$ cat src/rtl/fetch_sequencer_pkg.sv
// Shared types and constants for the instruction fetch sequencer.
package fetch_pkg;

    typedef enum logic [3:0] {
        ST_IDLE      = 4'd0,
        ST_FETCH1    = 4'd1,
        ST_FETCH2    = 4'd2,
        ST_UPDATE_PC = 4'd3,
        ST_START     = 4'd4,
        ST_GUARD     = 4'd5,
        ST_EXEC_WAIT = 4'd6,
        ST_HALT      = 4'd7,
        ST_FAULT     = 4'd8
    } state_t;

    localparam logic [1:0] MEM_NONE = 2'b00;
    localparam logic [1:0] MEM_READ = 2'b01;

    localparam logic [2:0] HALT_OP = 3'b111;
    localparam int OP_HI = 15;
    localparam int OP_LO = 13;

    function automatic logic [2:0] opcode(input logic [15:0] instr);
        return instr[OP_HI:OP_LO];
    endfunction

endpackage

$ cat src/rtl/fetch_sequencer_if.sv
// Memory read port and execute-FSM handshake seen by the fetch sequencer.
interface fetch_sequencer_if #(
    parameter int ADDR_W = 9,
    parameter int DATA_W = 16
);
    logic [1:0]        mem_cmd;
    logic [ADDR_W-1:0] mem_addr;
    logic [DATA_W-1:0] mem_rdata;
    logic [DATA_W-1:0] ir;
    logic              exec_start;
    logic              exec_w;

    modport master (
        output mem_cmd, mem_addr, ir, exec_start,
        input  mem_rdata, exec_w
    );

    modport slave (
        input  mem_cmd, mem_addr, ir, exec_start,
        output mem_rdata, exec_w
    );
endinterface

$ cat src/rtl/fetch_sequencer_program_counter.sv
// Program counter: sync reset to RESET_PC, increments modulo 2^ADDR_W.
module program_counter #(
    parameter int ADDR_W   = 9,
    parameter int RESET_PC = 0
) (
    input  logic              clk,
    input  logic              reset,
    input  logic              incr,
    output logic [ADDR_W-1:0] pc
);
    always_ff @(posedge clk) begin
        if (reset)
            pc <= ADDR_W'(RESET_PC);
        else if (incr)
            pc <= pc + 1'b1;
    end
endmodule

$ cat src/rtl/fetch_sequencer.sv
// Fetches instructions into IR, starts the execute FSM and waits for it,
// stopping permanently on a HALT opcode or an execute timeout.
//
//   state     | meaning
//   IDLE      | waiting for run
//   FETCH1    | READ presented at pc
//   FETCH2    | read data valid, captured into ir
//   UPDATE_PC | halt decode, else pc advances
//   START     | one-cycle exec_start pulse, timer cleared
//   GUARD     | execute FSM samples start; exec_w not yet meaningful
//   EXEC_WAIT | waiting for exec_w, timer running
//   HALT      | terminal, HALT opcode seen
//   FAULT     | terminal, execute timeout
module fetch_sequencer
    import fetch_pkg::*;
#(
    parameter int ADDR_W   = 9,
    parameter int DATA_W   = 16,
    parameter int RESET_PC = 0,
    parameter int TIMEOUT  = 32
) (
    input  logic                  clk,
    input  logic                  reset,
    input  logic                  run,
    fetch_sequencer_if.master     bus,
    output logic [ADDR_W-1:0]     pc,
    output logic                  load_ir,
    output logic                  halted,
    output logic                  fault
);
    localparam int TIMER_W = $clog2(TIMEOUT) + 1;

    state_t             state, state_nxt;
    logic [DATA_W-1:0]  ir_q;
    logic [TIMER_W-1:0] timer;
    logic               is_halt;
    logic               timer_tc;

    assign is_halt  = (opcode(ir_q[15:0]) == HALT_OP);
    assign timer_tc = (timer == TIMER_W'(TIMEOUT - 1));

    program_counter #(
        .ADDR_W   (ADDR_W),
        .RESET_PC (RESET_PC)
    ) u_pc (
        .clk   (clk),
        .reset (reset),
        .incr  (state == ST_UPDATE_PC && !is_halt),
        .pc    (pc)
    );

    assign bus.mem_addr = pc;
    assign bus.ir       = ir_q;

    always_ff @(posedge clk) begin
        if (reset) begin
            state  <= ST_IDLE;
            ir_q   <= '0;
            halted <= 1'b0;
            fault  <= 1'b0;
            timer  <= '0;
        end else begin
            state <= state_nxt;
            if (state == ST_FETCH2)
                ir_q <= bus.mem_rdata;
            if (state == ST_UPDATE_PC && is_halt)
                halted <= 1'b1;
            if (state == ST_START)
                timer <= '0;
            else if (state == ST_EXEC_WAIT)
                timer <= timer + 1'b1;
            // Completion on the terminal-count cycle takes priority over the fault.
            if (state == ST_EXEC_WAIT && !bus.exec_w && timer_tc)
                fault <= 1'b1;
        end
    end

    always_comb begin
        state_nxt = state;
        case (state)
            ST_IDLE:      if (run) state_nxt = ST_FETCH1;
            ST_FETCH1:    state_nxt = ST_FETCH2;
            ST_FETCH2:    state_nxt = ST_UPDATE_PC;
            ST_UPDATE_PC: state_nxt = is_halt ? ST_HALT : ST_START;
            ST_START:     state_nxt = ST_GUARD;
            ST_GUARD:     state_nxt = ST_EXEC_WAIT;
            ST_EXEC_WAIT: begin
                if (bus.exec_w)
                    state_nxt = run ? ST_FETCH1 : ST_IDLE;
                else if (timer_tc)
                    state_nxt = ST_FAULT;
            end
            ST_HALT:      state_nxt = ST_HALT;
            ST_FAULT:     state_nxt = ST_FAULT;
            default:      state_nxt = ST_IDLE;
        endcase
    end

    always_comb begin
        bus.mem_cmd    = MEM_NONE;
        bus.exec_start = 1'b0;
        load_ir        = 1'b0;
        case (state)
            ST_FETCH1: bus.mem_cmd = MEM_READ;
            ST_FETCH2: begin
                bus.mem_cmd = MEM_READ;
                load_ir     = 1'b1;
            end
            ST_START:  bus.exec_start = 1'b1;
            default: begin
                bus.mem_cmd    = MEM_NONE;
                bus.exec_start = 1'b0;
                load_ir        = 1'b0;
            end
        endcase
    end
endmodule

$ cat src/flat_wrapper.sv
// flat-port wrapper written by rule: the top's interface ports become plain ports
module fetch_sequencer_flat import fetch_pkg::*;
#(
    parameter int ADDR_W   = 9,
    parameter int DATA_W   = 16,
    parameter int RESET_PC = 0,
    parameter int TIMEOUT  = 32
)
  (clk, reset, run, pc, load_ir, halted, fault, bus_mem_cmd, bus_mem_addr, bus_ir, bus_exec_start, bus_mem_rdata, bus_exec_w);
  fetch_sequencer_if #(.ADDR_W(ADDR_W), .DATA_W(DATA_W)) bus_i ();
  input  logic clk;
  input  logic reset;
  input  logic run;
  output logic [ADDR_W-1:0] pc;
  output logic load_ir;
  output logic halted;
  output logic fault;
  output wire logic [$bits(bus_i.mem_cmd)-1:0] bus_mem_cmd;
  output wire logic [$bits(bus_i.mem_addr)-1:0] bus_mem_addr;
  output wire logic [$bits(bus_i.ir)-1:0] bus_ir;
  output wire logic [$bits(bus_i.exec_start)-1:0] bus_exec_start;
  input wire logic [$bits(bus_i.mem_rdata)-1:0] bus_mem_rdata;
  input wire logic [$bits(bus_i.exec_w)-1:0] bus_exec_w;
  assign bus_mem_cmd = bus_i.mem_cmd;
  assign bus_mem_addr = bus_i.mem_addr;
  assign bus_ir = bus_i.ir;
  assign bus_exec_start = bus_i.exec_start;
  assign bus_i.mem_rdata = bus_mem_rdata;
  assign bus_i.exec_w = bus_exec_w;
  fetch_sequencer #(.ADDR_W(ADDR_W), .DATA_W(DATA_W), .RESET_PC(RESET_PC), .TIMEOUT(TIMEOUT)) u_core (.clk(clk), .reset(reset), .run(run), .bus(bus_i), .pc(pc), .load_ir(load_ir), .halted(halted), .fault(fault));
endmodule
$ cat config.mk
export PLATFORM = sky130hd
export DESIGN_NAME = fetch_sequencer_flat
export DESIGN_NICKNAME = d
export VERILOG_FILES = /design/src/rtl/fetch_sequencer_pkg.sv /design/src/rtl/fetch_sequencer_if.sv /design/src/rtl/fetch_sequencer_program_counter.sv /design/src/rtl/fetch_sequencer.sv /design/src/flat_wrapper.sv
export SDC_FILE = /design/constraint.sdc
export NUM_CORES = 1
export LEC_CHECK = 0
export CORE_ASPECT_RATIO = 0.6
export CORE_MARGIN = 1
export CORE_UTILIZATION = 48
export DETAILED_ROUTE_END_ITERATION = 10
export PLACE_DENSITY_LB_ADDON = 0.08
export SKIP_CTS_REPAIR_TIMING = 1
export SYNTH_ARGS = -nofsm -noshare
export SYNTH_HDL_FRONTEND = slang
export SYNTH_SLANG_ARGS = --single-unit
$ cat constraint.sdc
create_clock -name clk -period 3.1 [get_ports clk]
set_input_delay 0.62 -clock clk [delete_from_list [all_inputs] [get_ports clk]]
set_output_delay 0.62 -clock clk [all_outputs]
set_load 0.03 [all_outputs]
Yosys cells after proc, flatten, opt, wreduce, memory -nomap -nowiden. Index checks and enable logic that the tools add are counted.

Register bits: 37. Latch bits: 0. RAM bits: 0. Memory bits (read-only): 0. Input bits: 20. Output and inout port bits: 40. Logic and storage cells: 39. Memories kept: 0.

Add/subtract/negate cells: 2. $mul: 0. Divide/modulo/power cells: 0. Order comparisons: 0. Equal/unequal tests: 12. Shifts and indexed selects: 0. Muxes and demuxes: 9. Bitwise gates (word level): 0. Reduce and logical (&&, ||, !) cells: 10.

Operator list (number): 4-bit case mux with 9 select lines (1); 4-bit by 3-bit equality test with 1-bit output (second input constant) (4); 4-bit two-way mux (3); 9-bit by 1-bit adder with 9-bit output (second input constant) (1); 4-bit by 2-bit equality test with 1-bit output (second input constant) (2); 6-bit by 1-bit adder with 6-bit output (second input constant) (1); 6-bit by 5-bit equality test with 1-bit output (second input constant) (1); 4-bit by 1-bit equality test with 1-bit output (second input constant) (1); 4-bit equality test (second input constant) (1); 1-bit logical AND (4); 4-bit logical NOT (1); 1-bit two-way mux (4); 2-bit OR reduction (2); 3-bit equality test (second input constant) (1); 3-bit by 2-bit inequality test with 1-bit output (second input constant) (1); 1-bit logical NOT (2); 2-bit two-way mux (1); 2-bit inequality test (second input constant) (1); 2-bit AND reduction (1).

Depth between registers and ports, before layout.
Word-level depth: 4. Depth in mapped cells: 7. Gate-level depth less buffers: 5.

Modules after synthesis. Synthesis repeated with hierarchy kept, for this count alone.

Cells, all modules: 198. Area, all modules: 1657.8 µm².

By module, submodules not included: fetch_sequencer (times used 1, cells each 156, area an instance 1270.0 µm², seq. area each 560.5 µm²); program_counter (times used 1, cells each 42, area an instance 387.9 µm², seq. area each 180.2 µm²).

Least setup slack after synthesis. No wires, ideal clock.

Kind: reg-to-output. Start: register u_core.state[0]. End: output bus_exec_start. Arrival: 1.545 ns. Data required time: 2.480 ns. Slack: 0.935 ns. Stages on the path, launching flop included: 3. Cell sequence: dfxtp_1 -> buf_2 -> nor4b_1.

Word-level cells in the longest chain between the ends: 2.

RTL lines: start: declaration (RTL line fetch_sequencer.sv:33) `state_t state, state_nxt;`; start signal: assignment (RTL line fetch_sequencer.sv:63) `state <= state_nxt;`; 4-bit by 3-bit equality test with 1-bit output (RTL line fetch_sequencer.sv:103) `case (state)`; 1-bit two-way mux (RTL line fetch_sequencer.sv:103); end: declaration (RTL line flat_wrapper.sv:21) `output wire logic [$bits(bus_i.exec_start)-1:0] bus_exec_start;`.

No other way between the ends.

Worst setup path after layout.
Start: register u_core.state[2]. End: output load_ir.

Word-level cells in the longest chain between the ends: 2.

RTL lines: 4-bit by 2-bit equality test with 1-bit output (RTL line fetch_sequencer.sv:103); 1-bit two-way mux (RTL line fetch_sequencer.sv:103); end: declaration (RTL line flat_wrapper.sv:15) `output logic load_ir;`.

No other way between the ends.

==> results.yml <==
route:
  wl_per_cell_um: 12.6
  wl_um: 3630
  drt_pass1_iterations: 4
  vias: 1460
  ant_nets: 0
  drtIter0Drc: 136
  drc: 0
  routed_via_density: 5.07
sta:
  setup_violations: 0
  fin_tns_setup_ns: 0
  drv_slew: 0
  min_period_over_period_pct: 86.0
  grt_setup_unrepaired: "false"
  worst_pin_slew_ns: 0.530
  slew_headroom_pct: 64.5
  fin_ws_ns: 0.435
  clock_skew_ns: 0.00137
  max_freq_mhz: 375
  hold_violations: 0
  finalCriticalPeriod_ns: 2.66
run_status:
  run_status: "completed"
synth:
  syn_avg_cell_area_um2: 8.57
  synthTopCellsByCount: "dfxtp_1 (37), nand2_1 (36), a21oi_1 (23), nor2_1 (21), buf_4 (11)"
  netlist.area_leader.share_pct: 43.7
  syn_inst: 198
  ys_top_cells_by_area: "dfxtp_1 (44%), nand2_1 (8.0%), a21oi_1 (6.8%)"
  synth_top_cell_by_area: "dfxtp_1"
  ys_warn_count: 0
  synth_edf_count: 0
  ys.flop_type: "dfxtp_1"
  synthArstFlopShare_pct: 0
  yosysSeqAreaShare_pct: 43.7
  synth_cell_types: 38
  ys_ff_latch: 37
  synth_most_common_cell: "dfxtp_1"
  synth_area_mm2: 0.00170
  syn-num-nets: 220
floorplanning:
  die-height_um: 48.1
  fp-row-count: 16
  core_area_mm2: 0.00332
  pin_count: 60
  dieWidth_um: 78.8
  die_area_mm2: 0.00378
  start_util_pct: 51.1
cts:
  cts_made_buffers: 5
  cts_tree: "yes"
  clk_latency_ns: 0.28
  cts-root-buf: "clkbuf_8"
  htree_levels: 2
  clk_transition_reported_paths_ns: 0.07
  clock-sinks: 37
  clockBufferDepth: 2
power_and_ir_drop:
  ir_drop_mv: 0.353
  p_leak_nw: 0.794
  power_density_mw_per_mm2: 522
layout:
  fin_util_pct: 69.0
  fin_cells: 288
  fillers: 284
  n_antenna_cell: 0
  drive_gt1_share_pct: 8.64
  area_growth_pct: 35.2
  nNetsFinal: 264
setup_path:
  cp.arrival_ns: 2.04
  critPathKind: "reg2out"
  crit_path_max_fanout: 17
  critical_path.endpoint_type: "output port"
  setup.worst_path.start_class: "flop"
  worst_ep_required_time_ns: 2.48
global_route:
  grt.total_usage_pct: 20.6
  antenna_found_initial: 0
  grt_pass1_wl_um: 5670
  overflow: 0
  grt_pass1_vias: 1233
  grt_max_degree: 31
place:
  hpwl_um: 2590
  portBuffers: 58
  place_congestion: 0.886
  post-place-cells: 280
  preCtsSetupSlack_ns: 0.753
worst_hold_path:
  holdCritPathClass: "reg2reg"
job:
  drv_cap: 0
## through the flow
stage	instance area (um^2)	total power [mW]	hold slack, ns
final	2290	1.20	0.455
after global routing	2290	1.26	0.482
after CTS	2290	1.21	0.459
after detailed placement	2190	0.836	0.450
after global placement	2190	0.827	0.441
after floorplan	1700	0.739	0.470
## layer usage
| metal | routed length [um] | GRT usage (%) | vias up |
|---|---|---|---|
| met3 | 387 | 9.52 | 5 |
| li1 | - | - | 737 |
| met1 | 1760 | 27.9 | 662 |
| met2 | 1450 | 28.3 | 56 |
| met4 | 30 | 7.78 | 0 |
| met5 | 0 | 0 | - |
## cells by family after synthesis
logic type / Yosys count / share of synthesized area [%]
AOI/OAI and AO/OA: 31 / 10.6
xor gates and xnor gates: 14 / 7.23
DFF: 37 / 43.7
buffers and inverters: 25 / 9.66
muxes: 1 / 0.590
other: 1 / 0.221
and+or+nand+nor: 87 / 26.5
adders and majority gates: 2 / 1.47
## cell usage in the layout, fill, tap and decap left out, drive strengths merged, types with 2 or more instances in the layout
| cell | n |
|---|---|
| nor2 | 21 |
| nor4 | 4 |
| nand3b | 2 |
| nor3b | 2 |
| clkdlybuf4s50 | 58 |
| xor2 | 4 |
| nor3 | 4 |
| clkinv | 2 |
| a21oi | 23 |
| and2b | 2 |
| dfxtp | 37 |
| buf | 2 |
| clkbuf | 7 |
| nand4 | 4 |
| nand2 | 37 |
| nand3 | 4 |
| xnor2 | 10 |
| and3 | 2 |
| ha | 2 |
## final timing paths
path              slack [ns]                 to              from  cells after the start
setup / recovery        0.44            load_ir   u_core.state[2]                      4
hold / removal          0.46   u_core.bus.ir[3]  u_core.bus.ir[3]                      2
hold reg to reg         0.46   u_core.bus.ir[3]  u_core.bus.ir[3]                      2
setup reg to reg        1.32  u_core.u_pc.pc[6]   u_core.state[1]                      4
## sequential cells by signal, summed over array words and instances, names as in the netlist
register        count
u_core.bus.ir      16
u_core.u_pc.pc      9
u_core.timer        6
u_core.state        4
u_core.fault        1
u_core.halted       1
## final cells by class
cell class / instances / area (um^2) / area share, %
Inverter: 2 / 7.51 / 0.327
Timing Repair Buffer: 60 / 596 / 26.0
Multi-Input combinational cell: 136 / 792 / 34.5
Sequential cell: 37 / 741 / 32.3
Clock inverter: 1 / 5.00 / 0.218
Tap cell: 45 / 56.3 / 2.45
Clock buffer: 7 / 96.3 / 4.20
## power breakdown
| part | leakage, nW | internal (mW) | switching, mW |
|---|---|---|---|
| logic | 0.440 | 0.127 | 0.161 |
| registers | 0.300 | 0.505 | 0.0334 |
| clock network | 0.0542 | 0.201 | 0.168 |
| total | 0.794 | 0.834 | 0.362 |
## critical path, cell delays in order, from the launching register on
cell,delay (ns)
dfxtp_1,0.47
and2b_2,0.28
nand2_2,0.26
clkinv_1,0.14
clkdlybuf4s50_1,0.61
Power figures use the tool's default switching activity.
